`config.mk`:
```
export PLATFORM = sky130hd
export DESIGN_NAME = legv8_mem_arbiter
export DESIGN_NICKNAME = d
export VERILOG_FILES = /design/src/rtl/legv8_mem_arbiter.sv
export SDC_FILE = /design/constraint.sdc
export NUM_CORES = 1
export LEC_CHECK = 0
export ABC_AREA = 1
export CAP_MARGIN = 0
export CELL_PAD_IN_SITES_DETAIL_PLACEMENT = 1
export CELL_PAD_IN_SITES_GLOBAL_PLACEMENT = 1
export CORE_UTILIZATION = 26
export DETAILED_ROUTE_END_ITERATION = 7
export PLACE_DENSITY = 0.83
export SYNTH_ARGS = -nofsm -noshare
export SYNTH_HDL_FRONTEND = slang
export SYNTH_SLANG_ARGS = --single-unit
```
`constraint.sdc`:
```
create_clock -name clock -period 10.25 [get_ports clock]
set_input_delay 3.075 -clock clock [delete_from_list [all_inputs] [get_ports clock]]
set_output_delay 3.075 -clock clock [all_outputs]
set_load 0.01 [all_outputs]
```
`src/rtl/legv8_mem_arbiter.sv`:
```
// -----------------------------------------------------------------------------
// legv8_mem_arbiter
//
// Shares the single-port unified memory of the LEGv8 multi-cycle core between
// the instruction-fetch requester (IF) and the load/store requester (data).
// One access is in flight at a time. The winner's address, write enable and
// write data are registered onto mem_* when the access is granted. The access
// lasts WAIT_CYCLES cycles; read data is captured on the last access cycle.
// A one-cycle ack then goes to the requester that owned the access.
//
// Handshake (both requesters):
//   - A requester raises req with stable addr/we/wdata and holds it.
//   - The ack is a single-cycle pulse. The registered rdata is valid in that
//     same cycle.
//   - The requester drops req at the clock edge that ends the ack cycle.
//   - A req still high in the IDLE cycle after the ack is a new request.
//   - Request inputs are only looked at in IDLE. Changes during ACCESS/RESP
//     do not affect the access in flight.
//
// Parameters:
//   ADDR_W       byte address width
//   DATA_W       data width
//   WAIT_CYCLES  memory latency in cycles, legal range 1..15 (4-bit counter)
//
// Ports:
//   clock, reset            rising-edge clock; asynchronous active-high reset
//   if_req/if_addr          fetch request and address
//   if_ack/if_rdata         fetch ack pulse and registered fetched word
//   d_req/d_we/d_addr/d_wdata  data request (d_we=1 store, 0 load)
//   d_ack/d_rdata           data ack pulse and registered load data
//                           (d_rdata is left unchanged by a store)
//   mem_en/mem_we           memory enable / write enable (ACCESS only)
//   mem_addr/mem_wdata      registered address / write data
//   mem_rdata               memory read data, valid on the last ACCESS cycle
//   busy                    high in ACCESS and RESP
//   state_dbg               FSM state for observation: 0 IDLE, 1 ACCESS, 2 RESP
//
// Configuration macro:
//   LEGV8_ARB_ROUND_ROBIN_EN
//     - undefined: fixed priority; data beats fetch on a tie.
//     - defined: round robin; on a tie the requester not granted last time
//       wins. last_grant resets to IF, so the first tie goes to data.
// -----------------------------------------------------------------------------
module legv8_mem_arbiter #(
  parameter int ADDR_W      = 64,
  parameter int DATA_W      = 64,
  parameter int WAIT_CYCLES = 2
) (
  input  logic              clock,
  input  logic              reset,
  // instruction fetch requester
  input  logic              if_req,
  input  logic [ADDR_W-1:0] if_addr,
  output logic              if_ack,
  output logic [DATA_W-1:0] if_rdata,
  // load/store requester
  input  logic              d_req,
  input  logic              d_we,
  input  logic [ADDR_W-1:0] d_addr,
  input  logic [DATA_W-1:0] d_wdata,
  output logic              d_ack,
  output logic [DATA_W-1:0] d_rdata,
  // memory macro side
  output logic              mem_en,
  output logic              mem_we,
  output logic [ADDR_W-1:0] mem_addr,
  output logic [DATA_W-1:0] mem_wdata,
  input  logic [DATA_W-1:0] mem_rdata,
  // status
  output logic              busy,
  output logic [1:0]        state_dbg
);

  typedef enum logic [1:0] {
    S_IDLE   = 2'd0,
    S_ACCESS = 2'd1,
    S_RESP   = 2'd2
  } state_t;

  // Counter load value. WAIT_CYCLES=1 loads 0, which gives one ACCESS cycle.
  localparam logic [3:0] CNT_LOAD = 4'(WAIT_CYCLES - 1);

  localparam logic OWNER_IF   = 1'b0;
  localparam logic OWNER_DATA = 1'b1;

  state_t      state;
  state_t      state_nx;

  logic        owner;        // requester of the access in flight
  logic [3:0]  cnt;          // remaining ACCESS cycles minus one
  logic        we_q;         // write enable latched at grant

  logic        grant;        // a request is accepted this cycle (IDLE only)
  logic        grant_data;   // 1: data wins the grant, 0: fetch wins
  logic        access_done;  // last ACCESS cycle; read data is valid

  // ---------------------------------------------------------------------------
  // Arbitration. This only matters in IDLE. A single request always wins.
  // ---------------------------------------------------------------------------
`ifdef LEGV8_ARB_ROUND_ROBIN_EN
  logic last_grant;          // 0: IF was granted last, 1: data was

  // On a tie, data wins exactly when IF was the last one granted.
  always_comb begin
    grant_data = d_req & (~if_req | ~last_grant);
  end

  always_ff @(posedge clock or posedge reset) begin
    if (reset) begin
      last_grant <= OWNER_IF;
    end else if (grant) begin
      last_grant <= grant_data;
    end
  end
`else
  // Fixed priority: data beats fetch, so a pending load/store never stalls
  // behind an instruction fetch.
  always_comb begin
    grant_data = d_req;
  end
`endif

  // ---------------------------------------------------------------------------
  // FSM state register
  // ---------------------------------------------------------------------------
  always_ff @(posedge clock or posedge reset) begin
    if (reset) begin
      state <= S_IDLE;
    end else begin
      state <= state_nx;
    end
  end

  // ---------------------------------------------------------------------------
  // FSM next state and outputs.
  // mem_en/mem_we/acks/busy are decoded from the state register. An
  // asynchronous reset therefore drops them at once, without waiting for a
  // clock edge.
  // ---------------------------------------------------------------------------
  always_comb begin
    state_nx    = state;
    grant       = 1'b0;
    access_done = 1'b0;
    mem_en      = 1'b0;
    mem_we      = 1'b0;
    if_ack      = 1'b0;
    d_ack       = 1'b0;
    busy        = 1'b0;

    case (state)
      S_IDLE: begin
        if (if_req || d_req) begin
          grant    = 1'b1;
          state_nx = S_ACCESS;
        end
      end

      S_ACCESS: begin
        busy   = 1'b1;
        mem_en = 1'b1;
        mem_we = (owner == OWNER_DATA) & we_q;
        if (cnt == 4'd0) begin
          access_done = 1'b1;
          state_nx    = S_RESP;
        end
      end

      S_RESP: begin
        // Requests are ignored here. A req still high after the ack is taken
        // as a fresh request in the next IDLE cycle.
        busy     = 1'b1;
        if_ack   = (owner == OWNER_IF);
        d_ack    = (owner == OWNER_DATA);
        state_nx = S_IDLE;
      end

      default: begin
        state_nx = S_IDLE;
      end
    endcase
  end

  assign state_dbg = state;

  // ---------------------------------------------------------------------------
  // Access datapath: latch the winner's command at grant, count the latency,
  // and capture read data on the final ACCESS cycle.
  // ---------------------------------------------------------------------------
  always_ff @(posedge clock or posedge reset) begin
    if (reset) begin
      owner     <= OWNER_IF;
      cnt       <= 4'd0;
      we_q      <= 1'b0;
      mem_addr  <= '0;
      mem_wdata <= '0;
      if_rdata  <= '0;
      d_rdata   <= '0;
    end else begin
      if (grant) begin
        owner <= grant_data;
        cnt   <= CNT_LOAD;
        if (grant_data) begin
          we_q      <= d_we;
          mem_addr  <= d_addr;
          mem_wdata <= d_wdata;
        end else begin
          // A fetch never writes. Clearing the write data keeps stale
          // store data off the memory bus.
          we_q      <= 1'b0;
          mem_addr  <= if_addr;
          mem_wdata <= '0;
        end
      end else if ((state == S_ACCESS) && (cnt != 4'd0)) begin
        cnt <= cnt - 4'd1;
      end

      // Only fetches and loads update a read-data register. d_rdata keeps
      // the last load result across stores.
      if (access_done) begin
        if (owner == OWNER_IF) begin
          if_rdata <= mem_rdata;
        end else if (!we_q) begin
          d_rdata <= mem_rdata;
        end
      end
    end
  end

endmodule

```
# Yosys cells after proc, flatten, opt, wreduce, memory -nomap -nowiden
# Index checks and enable logic that the tools add are counted.
# word_totals
out_inout_bits	263
in_bits	261
word_cells	43
reg_bits	264
# op_classes
n_mux	17
n_reduce_logical	10
addsub	1
n_eq_ne	4
bitwise	3
# ops
op	count
two-way mux 64 bit	2
two-way mux 1 bit	10
two-way mux 4 bit	2
logical NOT 4 bit	1
two-way mux 2 bit	2
!= test 2 bit, second input constant	2
case mux 2 bit (2 select lines)	1
AND reduction 2 bit	2
nonzero test 4 bit	1
subtractor 4 x 1 -> 4 bit, second input constant	1
AND reduction 3 bit	1
== test 2 x 1 -> 1 bit, second input constant	1
== test 2 bit, second input constant	1
logical NOT 2 bit	1
NOT 1 bit	2
nonzero test 2 bit	1
OR reduction 2 bit	1
AND 1 bit	1
logical AND 1 bit	1
logical OR 1 bit	1

# Logic depth before layout (Yosys ltp)
# logic_depth
word_depth	4
ltp_mapped	7
depth_no_buf	7

# Least setup slack after synthesis
# No wires, ideal clock.
# synth_path
path_type	reg-to-output
from	reg state[1] (netlist: state_dbg[1])
to	out mem_we
slack_ns	6.016
required_time_ns	7.175
arrival_time_ns	1.159
n_path_buf	0
path_stages_with_launch	5
path_cell_list	dfrtp_1 -> inv_1 -> ha_1 -> inv_1 -> nor3_1
# synth_via
elab_chain_cells	2
# synth_rtl
item	line_no	source
start: declaration	86	state_t state;
start signal: assignment	130	state <= state_nx;
== test 2 x 1 -> 1 bit	150	case (state)
two-way mux 1 bit	150	
end: declaration	65	output logic mem_we,
# No other way between the ends.

# Worst setup path in the final report
# Ends and elaborated chain as after synthesis.

==> impl_metrics.ini <==
[outcome]
status = complete, no violations

[synthesis]
netlist_area_mm2 = 0.0107
netlist.area_leader.share_pct = 61.8
synth_cell_type_count = 21
synth_commonest_cells = nand2_1, dfrtp_1, nor2_1
yosysSeqAreaShare_pct = 61.8
yosys_register_bits = 264
synth-edff-count = 0
netlist_top_cells_area = dfrtp_1, nand2_1, o21ai_1
synth_nets = 1436
synth_ff_type = dfrtp_1
synthArstFlopShare_pct = 100
yosysTopAreaCell = dfrtp_1
synth-warning-count = 0
synth.avg_cell_area_um2 = 9.13
yosysMostFrequentCell = nand2_1
syn-instance-count = 1170

[critical_path]
r2r-start = state_dbg[0]$_DFFE_PP0P_
critical_path_class = reg2out
rr_endpoint = mem_addr[25]$_DFFE_PP0P_
reg2reg_slack_ns = 6.90
endpoint_kind = output pin
start_kind = register
arrival_ns = 2.23
reg2reg_depth = 8
crit_fanout = 5
worstPathRequired_ns = 7.18

[power]
seqPwrFrac_pct = 34.8
switching_share_pct = 35.2
pwr_density_cell_mw_per_mm2 = 312
p_clk_share_pct = 20.9
p_int_mw = 3.50
leakagePower_nw = 8.01
power_frac_comb_pct = 44.3
power.switching_mw = 1.90
power.total_mw = 5.39
peakVddDrop_mv = 0.273

[timing]
skew_ns = 0.00819
fin_tns_setup_ns = 0
tightest_slew_ns = 1.15
max_freq_mhz = 188
period_minus_slack_ns = 5.31
worst_slack_ns = 4.94
finalSetupViolations = 0
finalHoldViolations = 0
report.final.slew_viol_count = 0
post-route-period-util_pct = 51.8
rsz0062_at_grt = no
slew_headroom_pct = 23.5

[place]
numPortBuffers = 523
dp_hpwl_um = 28800
postPlaceCellArea_mm2 = 0.0163
gp_congestion = 0.850
pre_cts_slack_ns = 4.41
dp.cells = 2152

[die]
fp-row-count = 73
start_util_pct = 26.6
core_mm2 = 0.0401
boundaryPins = 524
die_w_um = 205
die_y_um = 205
dieArea_mm2 = 0.0419

[global_route]
grtUsageTotal_pct = 18.8
grt_pass1_vias = 11100
grt_max_degree = 112
grt_pass1_wl_um = 61900
overflow = 0
antenna_found_initial = 1

[finish]
fill_cells = 4582
area_growth_syn_to_layout_pct = 62.1
fin_area_mm2 = 0.0173
regArea_mm2 = 0.00661
drive_gt1_share_pct = 3.99
nets = 1925
multiInputGateArea_mm2 = 0.00338
fin_cells = 2207

[drt]
routedWlPerCell_um = 18.2
vias = 10200
routed_wl_um = 40200
drt_iter0_markers = 444
viasPerCell = 4.60
first_pass_iters = 4
drcViolationCount = 0
drtAntennaViolNets = 0

[clock_network]
holdBufCountCts = 0
clk_latency_ns = 0.56
clk_pin_slew_ns = 0.06
cts_resized = 0
htreeDepth = 1
post_cts_buffers = 0
clock_sink_count = 264
cts_tree = done
clockRootBuffer = clkbuf_16
clockBufferDepth = 3
cts_buffers = 30

[job]
cap_viol_max_count = 0

[min_path]
min_from = mem_wdata[37]$_DFFE_PP0P_
hold_end = mem_wdata[37]$_DFFE_PP0P_
hold_path.class = reg2reg
min_delay_path_depth = 2
==> state kept, by name (all words and copies together) (netlist names) <==
signal / flops
owner: 1
if_rdata: 64
d_rdata: 64
cnt: 4
mem_addr: 64
state_dbg: 2
we_q: 1
mem_wdata: 64
==> how the worst max path moves through the flow <==
| stage | start | slack (ns) | endpoint | depth (start not counted) |
|---|---|---|---|---|
| after global placement | d_req | 4.48 | mem_addr[35]$_DFFE_PP0P_ | 6 |
| after CTS | state_dbg[1]$_DFFE_PP0P_ | 4.86 | mem_we | 5 |
| after detailed placement | d_req | 4.41 | mem_addr[25]$_DFFE_PP0P_ | 6 |
| after floorplan | reset | 3.69 | cnt[0]$_DFFE_PP0P_ | 1 |
| final | state_dbg[1]$_DFFE_PP0P_ | 4.94 | mem_we | 5 |
| after global routing | if_req | 4.74 | mem_addr[63]$_DFFE_PP0P_ | 6 |
==> layout by cell type (no fill, tap or decap) <==
cell and count:
a21oi_1 1, nand3_1 68, bufinv_16 4, o21ai_4 1
clkbuf_1 7, ha_2 1, inv_2 2, xor2_1 1
nor3_1 1, clkinv_2 3, nand2_1 336, clkdlybuf4s50_1 522
o31ai_1 64, dfrtp_1 264, nor2_2 1, inv_1 75
o21ai_1 128, clkinv_4 1, buf_4 14, clkinvlp_4 3
diode_2 1, nor2_1 134, ha_1 4, clkbuf_8 6
clkbuf_16 31, o21ai_0 6, nand4_1 3
==> kinds of logic (layout without fill, tap and decap cells) <==
logic type	count (synthesis)	after routing	synth area share (%)
AOI/OAI and AO/OA	200	200	11.0
xor gates and xnor gates	1	1	0.0820
adders and majority gates	5	5	0.586
buffers and inverters	157	668	6.54
DFF	264	264	61.8
other	0	1	0
and+or+nand+nor	543	543	20.0
==> power by group through the flow <==
stage          Clock [mW]  Combinational, mW  Sequential (mW)
2_1_floorplan           0              0.739             2.08
3_3_place_gp            0               2.32             1.86
3_5_place_dp            0               2.41             1.89
4_1_cts              1.17               2.43             1.89
5_1_grt              1.20               2.60             1.94
6_report             1.13               2.39             1.88
==> metal layers <==
metal  wire length, µm  GRT usage [%]  up-vias  share of wire [%]
met4              1610           8.40        0                4.0
met5                 0              0        -                  0
met3              3160           5.44       78                7.9
met1             15100           20.6     4964                 38
li1                  -              -     4741                  -
met2             20300           33.3      370                 51
==> worst max-delay path, cell delays in order, from the launching register on <==
cell             delay (ns)
dfrtp_1                0.42
inv_1                  0.10
ha_1                   0.24
inv_1                  0.11
nor3_1                 0.18
clkdlybuf4s50_1        0.63
==> per-stage QoR <==
stage | util, % | hold WS, ns
after CTS | 43.2 | 0.473
after global placement | 40.6 | 0.453
after floorplan | - | 0.465
final | 43.2 | 0.467
after detailed placement | 40.6 | 0.458
after global routing | 43.2 | 0.489
==> area by class of cell <==
| class | count | area share [%] |
|---|---|---|
| Antenna cell | 1 | 0.0145 |
| Sequential cell | 264 | 38.2 |
| Clock buffer | 44 | 5.11 |
| Tap cell | 525 | 3.79 |
| Multi-Input combinational cell | 749 | 19.5 |
| Inverter | 78 | 1.71 |
| Timing Repair Buffer | 536 | 30.8 |
| Clock inverter | 10 | 0.918 |
Power figures use the tool's default switching activity.
==> edit 1: new RTL, same settings <==
Put one more register stage on the output `state_dbg`, cleared by the reset. The value now appears one clock later. The other outputs are not delayed to match.
--- a/src/rtl/legv8_mem_arbiter.sv
+++ b/src/rtl/legv8_mem_arbiter.sv
@@ -180,7 +180,13 @@
     endcase
   end
 
-  assign state_dbg = state;
+  always_ff @(posedge clock or posedge reset) begin
+    if (reset) begin
+      state_dbg <= '0;
+    end else begin
+      state_dbg <= state;
+    end
+  end
 
   // ---------------------------------------------------------------------------
   // Access datapath: latch the winner's command at grant, count the latency,
Formal check against the unedited RTL: not equivalent (a bounded check fails within 4 cycles, from zero or initial values and one cycle with reset high).
==> edit 1 against the unedited design <==
Area after synthesis increased by 3.9%; design area up 2.3%; sequential cell count up 2; clock power grew 8%; total power rose by 2.4%; highest routed layer unchanged; largest cell class unchanged; wire length shrank 0.46%; sequential share of layout area shrank 0.58 points; largest power group unchanged; clock skew rose by 0.012 ns; worst setup slack got worse by 0.041 ns.
==> edit 1: results (changes against the unedited design) <==
| Metric | Value |
|---|---|
| Syn_area_per_cell | 9.474 sq um (was 9.131 sq um) |
| R2R Path Start | state[0]$_DFFE_PP0P_ (was state_dbg[0]$_DFFE_PP0P_) |
| Worst path arrival time | 2.27 ns (was 2.23 ns) |
| Syn_nets | 1438 (was 1436) |
| Starting DRT DRC Count | 516 (was 444) |
| Met3 GRT Util | 5.561% (was 5.441%) |
| LEAKAGE | 0.007963 uW (was 0.008014 uW) |
| Hold path startpoint | state[1]$_DFFE_PP0P_ (was mem_wdata[37]$_DFFE_PP0P_) |
| FF-to-FF path depth | 7 (was 8) |
| Reg-to-reg endpoint | mem_addr[36]$_DFFE_PP0P_ (was mem_addr[25]$_DFFE_PP0P_) |
| CLK BUF | 41 (was 44) |
| Non-filler cells, final | 2223 (was 2207) |
| Largest net degree at the start of global routing | 147 (was 112) |
| Fill count | 4746 (was 4582) |
| Reg-to-reg slack, setup | 7.43 ns (was 6.90 ns) |
| ClkCell Share | 6.406% (was 6.026%) |
| Number of global-route vias before repair | 11090 (was 11110) |
| Fraction of area in multi-input gates | 20.43% (was 19.52%) |
| Post-Route WL | 39.99 mm (was 40.18 mm) |
| #FFs+latches synth | 266 (was 264) |
| VDD IR-drop max | 0.1215 mV (was 0.2733 mV) |
| Post-DP HPWL | 28.87 mm (was 28.79 mm) |
| Cts bufs inserted | 31 (was 30) |
| Switching share of power | 34.92% (was 35.19%) |
| Share of layout cells above drive strength 1 | 8.017% (was 3.986%) |
| Compound-Gate Fraction of Synth Area | 15.56% (was 10.97%) |
| Run status | finished clean (unchanged) |
| Post-synth top cells | 336 x nand2_1, 266 x dfrtp_1, 134 x nor2_1 (was 336 x nand2_1, 264 x dfrtp_1, 134 x nor2_1) |
| Placer Congestion | 0.7831 (was 0.8500) |
| Worst clock skew | 0.02004 ns (was 0.008187 ns) |
| Non-clk buf share | 30.12% (was 30.78%) |
| Via-to-Cell Ratio | 4.558 (was 4.600) |
| Area contributors post-synth | dfrtp_1 60%, nand2_1 11%, o21ai_2 5.0% (was dfrtp_1 62%, nand2_1 12%, o21ai_1 6.0%) |
| Hold depth | 0 (was 2) |
## edit 1: cell types whose count changed in the layout (fill, tap and decap cells not counted), moves of 5 or more
cell / change
nand3_1: -63
clkbuf_1: -5
o21ai_1: -64
o21ai_0: +63
o21ai_2: +64
## edit 1: power by group through the flow
stage	clock network (uW)	registers (uW)	logic [uW]
global placement	0	1880	2340
floorplan	0	2100	789
finish	1220	1900	2410
detailed placement	0	1910	2430
global route	1290	1960	2610
CTS	1260	1900	2450
## edit 1: worst max path at each step
stage / from / to / slack, ns / cells after the start
final: state[1]$_DFFE_PP0P_ / mem_we / 4.90 / 5
after global routing: state[1]$_DFFE_PP0P_ / mem_we / 4.76 / 5
after CTS: state[1]$_DFFE_PP0P_ / mem_we / 4.85 / 5
after detailed placement: if_req / mem_addr[36]$_DFFE_PP0P_ / 4.49 / 6
after global placement: if_req / mem_wdata[13]$_DFFE_PP0P_ / 4.63 / 5
after floorplan: reset / cnt[0]$_DFFE_PP0P_ / 3.66 / 1
## edit 1: through the flow
stage	worst slack [ns]	total power (uW)	hold WS, ns	util, %
finish	4.901	5524	0.4566	42.14
global route	4.764	5862	0.4713	42.14
CTS	4.851	5606	0.4567	42.14
detailed placement	4.492	4336	0.4349	39.44
global placement	4.627	4220	0.4178	39.44
floorplan	3.664	2887	0.3978	-
## edit 1: critical path, delay by kind of cell (launching register included)
kind,cells,cell delay (ns)
and+or+nand+nor,1,0.20
buffers and inverters,3,0.85
adders and majority gates,1,0.24
DFF,1,0.42
## edit 1: metal layers
layer	vias up	share of wire, %
met2	427	49
met1	4874	37
met4	0	4.8
met5	-	0
met3	91	8.6
li1	4740	-
==> edit 2: new RTL, same settings <==
Made on the original files. Add a define of `LEGV8_ARB_ROUND_ROBIN_EN`.
--- a/src/rtl/legv8_mem_arbiter.sv
+++ b/src/rtl/legv8_mem_arbiter.sv
@@ -41,6 +41,8 @@
 //     - defined: round robin; on a tie the requester not granted last time
 //       wins. last_grant resets to IF, so the first tie goes to data.
 // -----------------------------------------------------------------------------
+`define LEGV8_ARB_ROUND_ROBIN_EN
+
 module legv8_mem_arbiter #(
   parameter int ADDR_W      = 64,
   parameter int DATA_W      = 64,
Function: changed (a bounded check fails within 10 cycles, from zero or initial values and one cycle with reset high).
==> edit 2 against the unedited design <==
Sequential cell count unchanged; global-route usage down 0.88 points; worst setup slack worse by 0.29 ns; clock power down 11%; wire length down 2.9%; design area up 0.51%; non-clock buffer count down 4; area after synthesis up 1.4%; total power down 3.1%; sequential share of layout area down 0.19 points; register-to-register slack better by 0.74 ns.
==> edit 2: results (changes against the unedited design) <==
| Metric | Value |
|---|---|
| Run status | finished clean (unchanged) |
| M1 GR Usage | 20.52% (was 20.60%) |
| Power share of the combinational group | 45.1% (was 44.3%) |
| Post-synth cell types | 23 (was 21) |
| Port bufs | 523 (unchanged) |
| Routing usage on met2 | 31.21% (was 33.30%) |
| Initial antenna violation count | 2 (was 1) |
| Max H-tree Level | 1 (unchanged) |
| Syn_nets | 1473 (was 1436) |
| Worst-Margin Slew | 1.189 ns (was 1.148 ns) |
| First-pass GRT wire length | 59.75 mm (was 61.85 mm) |
| Max-cap check violation count | 0 (unchanged) |
| Via count | 10140 (was 10150) |
| First-pass detailed-route iteration total | 4 (unchanged) |
| Placer Congestion | 0.8858 (was 0.8500) |
| Root buf cell | clkbuf_16 (unchanged) |
| Post-DP HPWL | 28.40 mm (was 28.79 mm) |
| Clock transition at the registers of the reported paths | 0.06 ns (about the same) |
| Cts bufs inserted | 30 (unchanged) |
| Worst path top cell family by delay | buffers and inverters (unchanged) |
| Tot GR Track Use | 17.89% (was 18.77%) |
| Area contributors post-synth | dfrtp_1 61%, nand2_1 12%, inv_1 6.3% (was dfrtp_1 62%, nand2_1 12%, o21ai_1 6.0%) |
| Final setup violation count | 0 (unchanged) |
| Setup bufs post-CTS | 0 (unchanged) |
| VDD IR-drop max | 0.1288 mV (was 0.2733 mV) |
| Post-synthesis xor/xnor area fraction | 0.08083% (was 0.08199%) |
| Yosys warns | 0 (unchanged) |
| Main flop type after synthesis | dfrtp_1 (unchanged) |
| Starting DRT DRC Count | 460 (was 444) |
| Hold Crit Class | reg -> reg (unchanged) |
| Crit-path slowest cell | clkdlybuf4s50_1 (unchanged) |
| LEAKAGE | 0.008256 uW (was 0.008014 uW) |
| Critical path peak fanout | 66 (was 5) |
| Post-Route WL | 39.01 mm (was 40.18 mm) |
| Largest net degree at the start of global routing | 163 (was 112) |
| Met3 GRT Util | 5.377% (was 5.441%) |
| CTS max path bufs | 3 (unchanged) |
| Share of layout cells above drive strength 1 | 3.440% (was 3.986%) |
| Clk_lat worst skew | ~0.55 ns |
| Switch Pwr | 1856 uW (was 1899 uW) |
| Worst clock skew | 0.01663 ns (was 0.008187 ns) |
| Clock network power share | 19.3% (was 20.9%) |
| Placed cell areas | 0.01650 sq mm (was 0.01627 sq mm) |
| Slowest cell delay on critical path | 1.21 ns (was 0.63 ns) |
| Number of global-route vias before repair | 10960 (was 11110) |
| Post-synth top cells | 357 x nand2_1, 264 x dfrtp_1, 183 x inv_1 (was 336 x nand2_1, 264 x dfrtp_1, 134 x nor2_1) |
| Async S/R FF share, synth | 100.0% (unchanged) |
| Register area share after synthesis | 60.97% (was 61.84%) |
| Mux cell area share after synthesis | 0% (unchanged) |
| Layout Nets | 1965 (was 1925) |
| Compound-Gate Fraction of Synth Area | 13.74% (was 10.97%) |
| # resized after CTS | 0 (unchanged) |
| Adder-Cell Fraction of Synth Area | 0.5774% (was 0.5856%) |
-- edit 2: final cells by class --
type / instances / area [sq um]
sequential: 264 / 6606
clock inverter: 9 / 77.57
tap: 532 / 665.6
timing repair buffer: 532 / 5315
antenna: 2 / 5.005
fill: 4739 / 23520
inverter: 185 / 698.2
clock buffer: 39 / 825.8
multi-input combinational: 686 / 3211
-- edit 2: per-layer routing --
layer | vias up | wire (um)
met5 | - | 0
met4 | 0 | 1150
met3 | 66 | 3425
met2 | 400 | 19360
met1 | 4911 | 15080
li1 | 4759 | -
-- edit 2: final timing paths --
kind / startpoint / endpoint / slack, ns / depth (start not counted)
min in group asynchronous: reset / mem_addr[26]$_DFFE_PP0P_ / 3.08 / 2
max in group asynchronous: reset / mem_wdata[11]$_DFFE_PP0P_ / 5.70 / 3
worst max register to register: owner$_DFFE_PP0P_ / mem_wdata[32]$_DFFE_PP0P_ / 7.64 / 3
worst min register to register: mem_addr[42]$_DFFE_PP0P_ / mem_addr[42]$_DFFE_PP0P_ / 0.48 / 2
worst min-delay path: mem_addr[42]$_DFFE_PP0P_ / mem_addr[42]$_DFFE_PP0P_ / 0.48 / 2
worst max-delay path: d_req / mem_wdata[32]$_DFFE_PP0P_ / 4.66 / 3
-- edit 2: metrics by stage --
| step | total power (uW) | utilization [%] | instances | setup WS [ns] | hold slack, ns |
|---|---|---|---|---|---|
| final | 5229 | 42.53 | 2249 | 4.656 | 0.4796 |
| after global routing | 5584 | 42.53 | 2249 | 4.426 | 0.5065 |
| after CTS | 5307 | 42.52 | 2247 | 4.635 | 0.4843 |
| after floorplan | 2787 | - | 1207 | 3.691 | 0.4652 |
| after global placement | 4143 | 40.31 | 2199 | 4.227 | 0.4645 |
| after detailed placement | 4249 | 40.31 | 2199 | 4.013 | 0.4691 |
